<file path="src/rtl/uart_tx_fifo_pkg.sv">
// Shared UART definitions: data width, default TX FIFO depth and control-bit indices.
package uart_tx_fifo_pkg;

   localparam int unsigned UART_DATA_W                = 8;
   localparam int unsigned UART_TX_FIFO_DEPTH_DEFAULT = 16;

   // Bit position of the TX level interrupt enable in the APB control register
   localparam int unsigned UART_CTRL_TX_LVL_IRQ_BIT   = 5;

   typedef logic [UART_DATA_W-1:0] uart_byte_t;

endpackage : uart_tx_fifo_pkg

</file>
<file path="src/rtl/uart_fifo_mem.sv">
// Simple dual-port byte array: synchronous write, asynchronous read.
// Shared by the TX and RX FIFOs; contents are intentionally not reset.
module uart_fifo_mem #(
   parameter  int unsigned DEPTH = 16,
   parameter  int unsigned W     = 8,
   localparam int unsigned AW    = $clog2(DEPTH)
) (
   input  logic          clk,
   input  logic          wr_en_i,
   input  logic [AW-1:0] wr_addr_i,
   input  logic [W-1:0]  wr_data_i,
   input  logic [AW-1:0] rd_addr_i,
   output logic [W-1:0]  rd_data_c
);

   logic [W-1:0] mem_q [DEPTH];

   always_ff @(posedge clk) begin
      if (wr_en_i) begin
         mem_q[wr_addr_i] <= wr_data_i;
      end
   end

   assign rd_data_c = mem_q[rd_addr_i];

endmodule : uart_fifo_mem

</file>
<file path="src/rtl/uart_tx_fifo.sv">
// TX byte FIFO between the APB data-register write path and the UART transmitter.
// First-word-fall-through read side, fill level, low watermark, sticky overflow, flush.
module uart_tx_fifo
   import uart_tx_fifo_pkg::*;
#(
   parameter  int unsigned DEPTH = UART_TX_FIFO_DEPTH_DEFAULT,
   localparam int unsigned AW    = $clog2(DEPTH)
) (
   input  logic                   clk,
   input  logic                   rst_n,
   input  logic                   wr_en,
   input  logic [UART_DATA_W-1:0] wr_data,
   output logic                   full,
   output logic                   empty,
   output logic [AW:0]            level,
   input  logic [AW:0]            thresh,
   output logic                   below_thresh,
   output logic                   ovfl,
   input  logic                   ovfl_clr,
   input  logic                   flush,
   input  logic                   en,
   output logic [UART_DATA_W-1:0] tx_data,
   output logic                   tx_valid,
   input  logic                   tx_ready
);

   localparam int unsigned CW = AW + 1;

   logic [AW-1:0]          wr_ptr_q, wr_ptr_d;
   logic [AW-1:0]          rd_ptr_q, rd_ptr_d;
   logic [CW-1:0]          count_q, count_d;
   logic                   ovfl_q, ovfl_d;
   logic                   push, pop, mem_we;
   logic [UART_DATA_W-1:0] head_data;

   // Flags decode only from the count register, never from wr_en or tx_ready
   assign full         = (count_q == CW'(DEPTH));
   assign empty        = (count_q == '0);
   assign level        = count_q;
   assign below_thresh = (count_q <= thresh);
   assign ovfl         = ovfl_q;

   assign tx_valid = !empty && en;
   assign tx_data  = empty ? '0 : head_data;

   assign push   = wr_en && !full;
   assign pop    = tx_valid && tx_ready;
   assign mem_we = push && !flush;

   uart_fifo_mem #(
      .DEPTH (DEPTH),
      .W     (UART_DATA_W)
   ) u_mem (
      .clk       (clk),
      .wr_en_i   (mem_we),
      .wr_addr_i (wr_ptr_q),
      .wr_data_i (wr_data),
      .rd_addr_i (rd_ptr_q),
      .rd_data_c (head_data)
   );

   // Next-state for pointers, count and overflow; flush dominates push/pop
   always_comb begin
      wr_ptr_d = wr_ptr_q;
      rd_ptr_d = rd_ptr_q;
      count_d  = count_q;
      ovfl_d   = ovfl_q;

      if (flush) begin
         wr_ptr_d = '0;
         rd_ptr_d = '0;
         count_d  = '0;
      end else begin
         if (push) begin
            wr_ptr_d = wr_ptr_q + AW'(1);
         end
         if (pop) begin
            rd_ptr_d = rd_ptr_q + AW'(1);
         end
         unique case ({push, pop})
            2'b10:   count_d = count_q + CW'(1);
            2'b01:   count_d = count_q - CW'(1);
            default: count_d = count_q;
         endcase
      end

      // A rejected push in the same cycle as a clear keeps the flag set
      if (ovfl_clr) begin
         ovfl_d = 1'b0;
      end
      if (wr_en && full) begin
         ovfl_d = 1'b1;
      end
   end

   always_ff @(posedge clk or negedge rst_n) begin
      if (!rst_n) begin
         wr_ptr_q <= '0;
         rd_ptr_q <= '0;
         count_q  <= '0;
         ovfl_q   <= 1'b0;
      end else begin
         wr_ptr_q <= wr_ptr_d;
         rd_ptr_q <= rd_ptr_d;
         count_q  <= count_d;
         ovfl_q   <= ovfl_d;
      end
   end

endmodule : uart_tx_fifo

</file>
<file path="config.mk">
export PLATFORM = sky130hd
export DESIGN_NAME = uart_tx_fifo
export DESIGN_NICKNAME = d
export VERILOG_FILES = /design/src/rtl/uart_tx_fifo_pkg.sv /design/src/rtl/uart_fifo_mem.sv /design/src/rtl/uart_tx_fifo.sv
export SDC_FILE = /design/constraint.sdc
export NUM_CORES = 1
export LEC_CHECK = 0
export ABC_AREA = 1
export BUFFER_PORTS_ARGS = -buffer_cell sky130_fd_sc_hd__buf_4
export CAP_MARGIN = 20
export CORE_MARGIN = 10
export CORE_UTILIZATION = 65
export CTS_CLUSTER_DIAMETER = 120
export DETAILED_ROUTE_END_ITERATION = 7
export PLACE_DENSITY = 0.82
export SETUP_SLACK_MARGIN = 0.1
export SYNTH_ARGS = -nofsm -noshare
export SYNTH_HDL_FRONTEND = slang
export SYNTH_SLANG_ARGS = --single-unit
</file>
<file path="constraint.sdc">
create_clock -name clk -period 4 [get_ports clk]
set_input_delay 0.8 -clock clk [delete_from_list [all_inputs] [get_ports clk]]
set_output_delay 0.8 -clock clk [all_outputs]
set_load 0.01 [all_outputs]
</file>
==> results of run 1 <==
state kept, by name (all words and copies together), names as in the netlist:
register and count:
u_mem.mem_q 128, level 5, rd_ptr_q 4, wr_ptr_q 4, ovfl 1
cell usage after synthesis, drive strengths merged:
cell and number:
nand4 1, clkinv 3, o21bai 1, nand3 29
nor2 92, nand3b 1, inv 27, o21ai 77
o221ai 31, a211oi 1, edfxtp 128, o22ai 3
a31oi 1, clkbuf 14, a21oi 14, buf 10
o21a 1, dfrtp 14, ha 12, nor3 2
nand2 35, nor4 1, xor2 1
critical path, cell delays in order (launching register included):
cell and delay, ns:
dfrtp_2 0.41, inv_2 0.56, buf_4 0.37, o21ai_0 0.13
o221ai_1 0.22, nand3_1 0.10, a21oi_1 0.24, buf_4 0.18
power breakdown:
group / total, mW / switching [mW] / leakage (nW) / internal (mW)
registers: 1.73 / 0.0610 / 1.34 / 1.67
logic: 1.05 / 0.680 / 0.918 / 0.373
clock network: 1.58 / 0.670 / 0.286 / 0.910
kinds of logic after synthesis:
family	count (synthesis)	share of synthesized area, %
compound gates	129	12.86
xor+xnor	1	0.1441
fa+ha+maj	12	2.469
buf+inv	54	3.560
flops	142	68.97
simple gates	161	12.00
how the worst min path moves through the flow:
stage | to | slack, ns
finish | ovfl$_DFFE_PN0P_ | 0.11
global route | level[2]$_DFFE_PN0P_ | 0.09
global placement | ovfl$_DFFE_PN0P_ | 0.51
floorplan | level[0]$_DFFE_PN0P_ | 0.50
CTS | ovfl$_DFFE_PN0P_ | 0.10
detailed placement | ovfl$_DFFE_PN0P_ | 0.53
metal layers:
layer  vias up  track usage, %  share of wire (%)
li1       1918               -                  -
met1      2061           29.00                 37
met2       347           36.97                 49
met3        43           6.985                 12
met4         0           8.402                1.9
met5         -               0                  0
layout make-up:
cell class                      count  area, um^2
Multi-Input combinational cell    303        1670
Clock inverter                     15       172.7
Tap cell                          111       138.9
Sequential cell                   142        4195
Fill cell                         523        2172
Clock buffer                       17       414.1
Inverter                           30       117.6
Timing Repair Buffer               42       315.3
==> flow_summary.ini, run 1 <==
[run_status]
outcome = complete, no violations

[setup_path]
cp-end-kind = output pin
cp-endpoint = tx_data[0]
critPathKind = register to output pin
rr_startpoint = level[1]$_DFFE_PN0P_
r2r_cells = 6
start_kind = register
ff2ff_setup_slack_ns = 1.70
worstPathArrival_ns = 2.75
reg2reg_to = u_mem.mem_q[0][1]$_DFFE_PP_
startpoint = rd_ptr_q[0]$_DFFE_PN0P_
crit_required_ns = 3.20
crit_path_max_fanout = 46

[yosys]
yosysTopAreaCellShare_pct = 63.21
synthCells = 499
yosys.cell_types.count = 33
synth_area_per_cell_um2 = 12.19
yosys_warnings = 0
syn-num-nets = 531
ys_ff_latch = 142
synth_area_leaders = edfxtp_1 (63%), o21ai_0 (6.2%), dfrtp_1 (5.8%)
yosysSeqAreaShare_pct = 68.97
yosys.area.top_type = edfxtp_1
mappedNetlistArea_um2 = 6081

[cts]
htreeDepth = 4
cts-buffers-inserted = 17
cts.path.max_buffers = 2
cts_tree = yes
cts_resized = 0
clock_latency_ns = 0.54
hold_buffers = 0
cts_setup_buffers = 0
cts_root_buf = clkbuf_8
clock-sinks = 142
clkTransAtPathRegs_ns = 0.07

[layout]
finalInstanceArea_um2 = 7024
layout_commonest_cell = edfxtp_1
nets = 568
antenna_cells = 0
drive_gt1_share_pct = 17.12
fin_util_pct = 76.38
stdcell_count = 660
most-common-layout-cells = edfxtp_1 (128), nor2_1 (87), o21ai_0 (75)
synthToLayoutAreaGrowth_pct = 15.51

[global_route]
overflow = 0
grt_start_max_net_pins = 66
grt_pass1_vias = 4200
antenna_found_initial = 0
grt_first_pass_wirelength_um = 23160
grt_util_all_layers_pct = 23.04

[timing]
period_needed_ns = 3.546
worst_pin_slew_ns = 1.146
slew_violations = 0
min_period_over_period_pct = 88.65
finalHoldViolations = 0
max_freq_mhz = 282.0
max_slew_margin_pct = 23.31
final.setup.tns_ns = 0
grt_setup_unrepaired = false
worst_slack_ns = 0.4540
final-setup-viol-count = 0
fin_worst_skew_ns = 0.01261
hold-worst-slack_ns = 0.1062

[drt]
wl_per_cell_um = 22.55
dr.pass1.iters = 6
vias = 4369
drcViolationCount = 0
drt_iter0_drc = 757
ant_nets = 0
via_per_inst = 6.620
wirelength_um = 14880

[pwr]
power_density_nw_per_um2 = 620.7
power.total_mw = 4.360
p_leak_nw = 2.546
peakVddDrop_uv = 380.3

[die]
die_x_um = 116.7
rows = 35
die_area_um2 = 13620
core_um2 = 9196
ios = 38
initial_utilization_pct = 66.12
die-height_um = 116.7

[hold_path]
hold_path.class = input port to async pin

[placement]
placed_cell_area_um2 = 6437
dp_slack_ns = 1.161
dp_cells = 628
place_congestion = 0.9123
dpl.hpwl_um = 8843
port_buffers = 37

[job]
maxCapViolCount = 0
(Power assumes the default switching activity.)
==> run 2: changes to the inputs <==
==> constraint.sdc (replaced) <==
create_clock -name clk -period 4.4 [get_ports clk]
set_input_delay 0.88 -clock clk [delete_from_list [all_inputs] [get_ports clk]]
set_output_delay 0.88 -clock clk [all_outputs]
set_load 0.01 [all_outputs]
==> run 2 against run 1 <==
Effect of this change:
- non-clock buffer count fell by 1
- global-route usage fell by 0.49 points
- total power fell by 8.3%
- final area barely moved
- via count decreased by 0.16%
- clock power is 8% lower
- sequential power shrank 9%
- worst setup slack better by 0.16 ns
- combinational power decreased by 8%
- critical path depth decreased by 1
- critical path type unchanged
- largest cell class unchanged
==> flow_summary.ini, run 2 (synthesis results as in run 1) <==
[cts]
cts_setup_buffers = 0
cts.path.max_buffers = 2
clock_latency_ns = 0.52
htreeDepth = 4
hold_buffers = 0
cts_root_buf = clkbuf_8
clock-sinks = 142
clkTransAtPathRegs_ns = 0.06
cts_tree = yes
cts-buffers-inserted = 17
cts_resized = 0

[placement]
dpl.hpwl_um = 8579
dp_cells = 627
placed_cell_area_um2 = 6430
port_buffers = 37
place_congestion = 0.8401

[drt]
vias = 4362
via_per_inst = 6.619
drcViolationCount = 0
dr.pass1.iters = 7
ant_nets = 0
wirelength_um = 14760
drt_iter0_drc = 672
wl_per_cell_um = 22.40

[pwr]
peakVddDrop_uv = 366.4
p_leak_nw = 2.541
power_density_nw_per_um2 = 568.6

[die]
rows = 35
initial_utilization_pct = 66.12
core_um2 = 9196
die-height_um = 116.7
die_area_um2 = 13620
die_x_um = 116.7
ios = 38

[global_route]
overflow = 0
grt_pass1_vias = 4198
antenna_found_initial = 0
grt_util_all_layers_pct = 22.55
grt_first_pass_wirelength_um = 22690
grt_start_max_net_pins = 67

[layout]
synthToLayoutAreaGrowth_pct = 15.60
layout_commonest_cell = edfxtp_1
drive_gt1_share_pct = 16.79
stdcell_count = 659
most-common-layout-cells = edfxtp_1 (128), nor2_1 (87), o21ai_0 (75)
antenna_cells = 0
nets = 567
largest_reg_flops = 128
regMostFlops = u_mem.mem_q
finalInstanceArea_um2 = 7029
fin_util_pct = 76.44

[timing]
finalHoldViolations = 0
final.setup.tns_ns = 0
max_slew_margin_pct = 29.32
max_freq_mhz = 264.2
worst_pin_slew_ns = 1.059
period_needed_ns = 3.785
grt_setup_unrepaired = false
slew_violations = 0
min_period_over_period_pct = 86.01
fin_worst_skew_ns = 0.008505
final-setup-viol-count = 0

[setup_path]
path_buf_inv = 2
crit_path_max_fanout = 34
crit_family = buffers and inverters
worstPathArrival_ns = 2.90
rr_startpoint = level[1]$_DFFE_PN0P_
start_kind = register
max_stage_delay_ns = 0.77
startpoint = rd_ptr_q[1]$_DFFE_PN0P_
path_cells = inv_1 -> o21ai_0 -> o221ai_1 -> nand3_1 -> a21oi_1 -> buf_4
critPathKind = register to output pin
crit_slowest_cell = inv_1
cp-end-kind = output pin
crit_required_ns = 3.52

[run_status]
outcome = complete, no violations

[job]
maxCapViolCount = 0

[hold_path]
hold_path.class = input port to async pin
==> run 2: changes by cell type in the layout (fill, tap and decap cells not counted) <==
cell	before	now
clkinvlp_4	1	2
clkbuf_1	0	1
bufinv_16	2	3
buf_4	42	41
inv_6	8	6
inv_8	2	1
==> run 2: layout make-up <==
type                       count  area, um^2
timing repair buffer          41       307.8
multi-input combinational    303        1670
inverter                      30       117.6
clock inverter                14       181.4
sequential                   142        4195
clock buffer                  18       417.9
tap                          111       138.9
fill                         558        2167
==> run 2: stage by stage <==
step / hold slack (ns) / power (mW) / setup slack, ns
2_1_floorplan: 0.5489 / 2.162 / 1.944
3_3_place_gp: 0.5167 / 2.495 / 1.488
3_5_place_dp: 0.5350 / 2.532 / 1.415
4_1_cts: 0.1871 / 3.985 / 0.7186
5_1_grt: 0.1952 / 4.150 / 0.5565
6_report: 0.1929 / 3.997 / 0.6155
==> run 2: final timing paths <==
check | endpoint | slack (ns) | cells after the start
max reg2reg | u_mem.mem_q[0][1]$_DFFE_PP_ | 2.19 | 6
max | tx_data[0] | 0.62 | 6
max in group asynchronous | rd_ptr_q[0]$_DFFE_PN0P_ | 4.02 | 1
min reg2reg | ovfl$_DFFE_PN0P_ | 0.54 | 2
min in group clk | ovfl$_DFFE_PN0P_ | 0.54 | 2
min | wr_ptr_q[3]$_DFFE_PN0P_ | 0.19 | 1
==> run 2: power breakdown <==
| part | internal, mW | leakage [nW] | switching (mW) | total (mW) |
|---|---|---|---|---|
| Combinational | 0.336 | 0.913 | 0.628 | 0.964 |
| Sequential | 1.52 | 1.34 | 0.0535 | 1.57 |
| Clock | 0.877 | 0.287 | 0.587 | 1.46 |
==> run 2: routing by layer <==
layer	share of wire (%)	global-route usage, %	up-vias
li1	-	-	1912
met1	38	28.43	2111
met2	49	35.92	292
met3	9.6	6.215	47
met4	3.0	9.720	0
met5	0	0	-
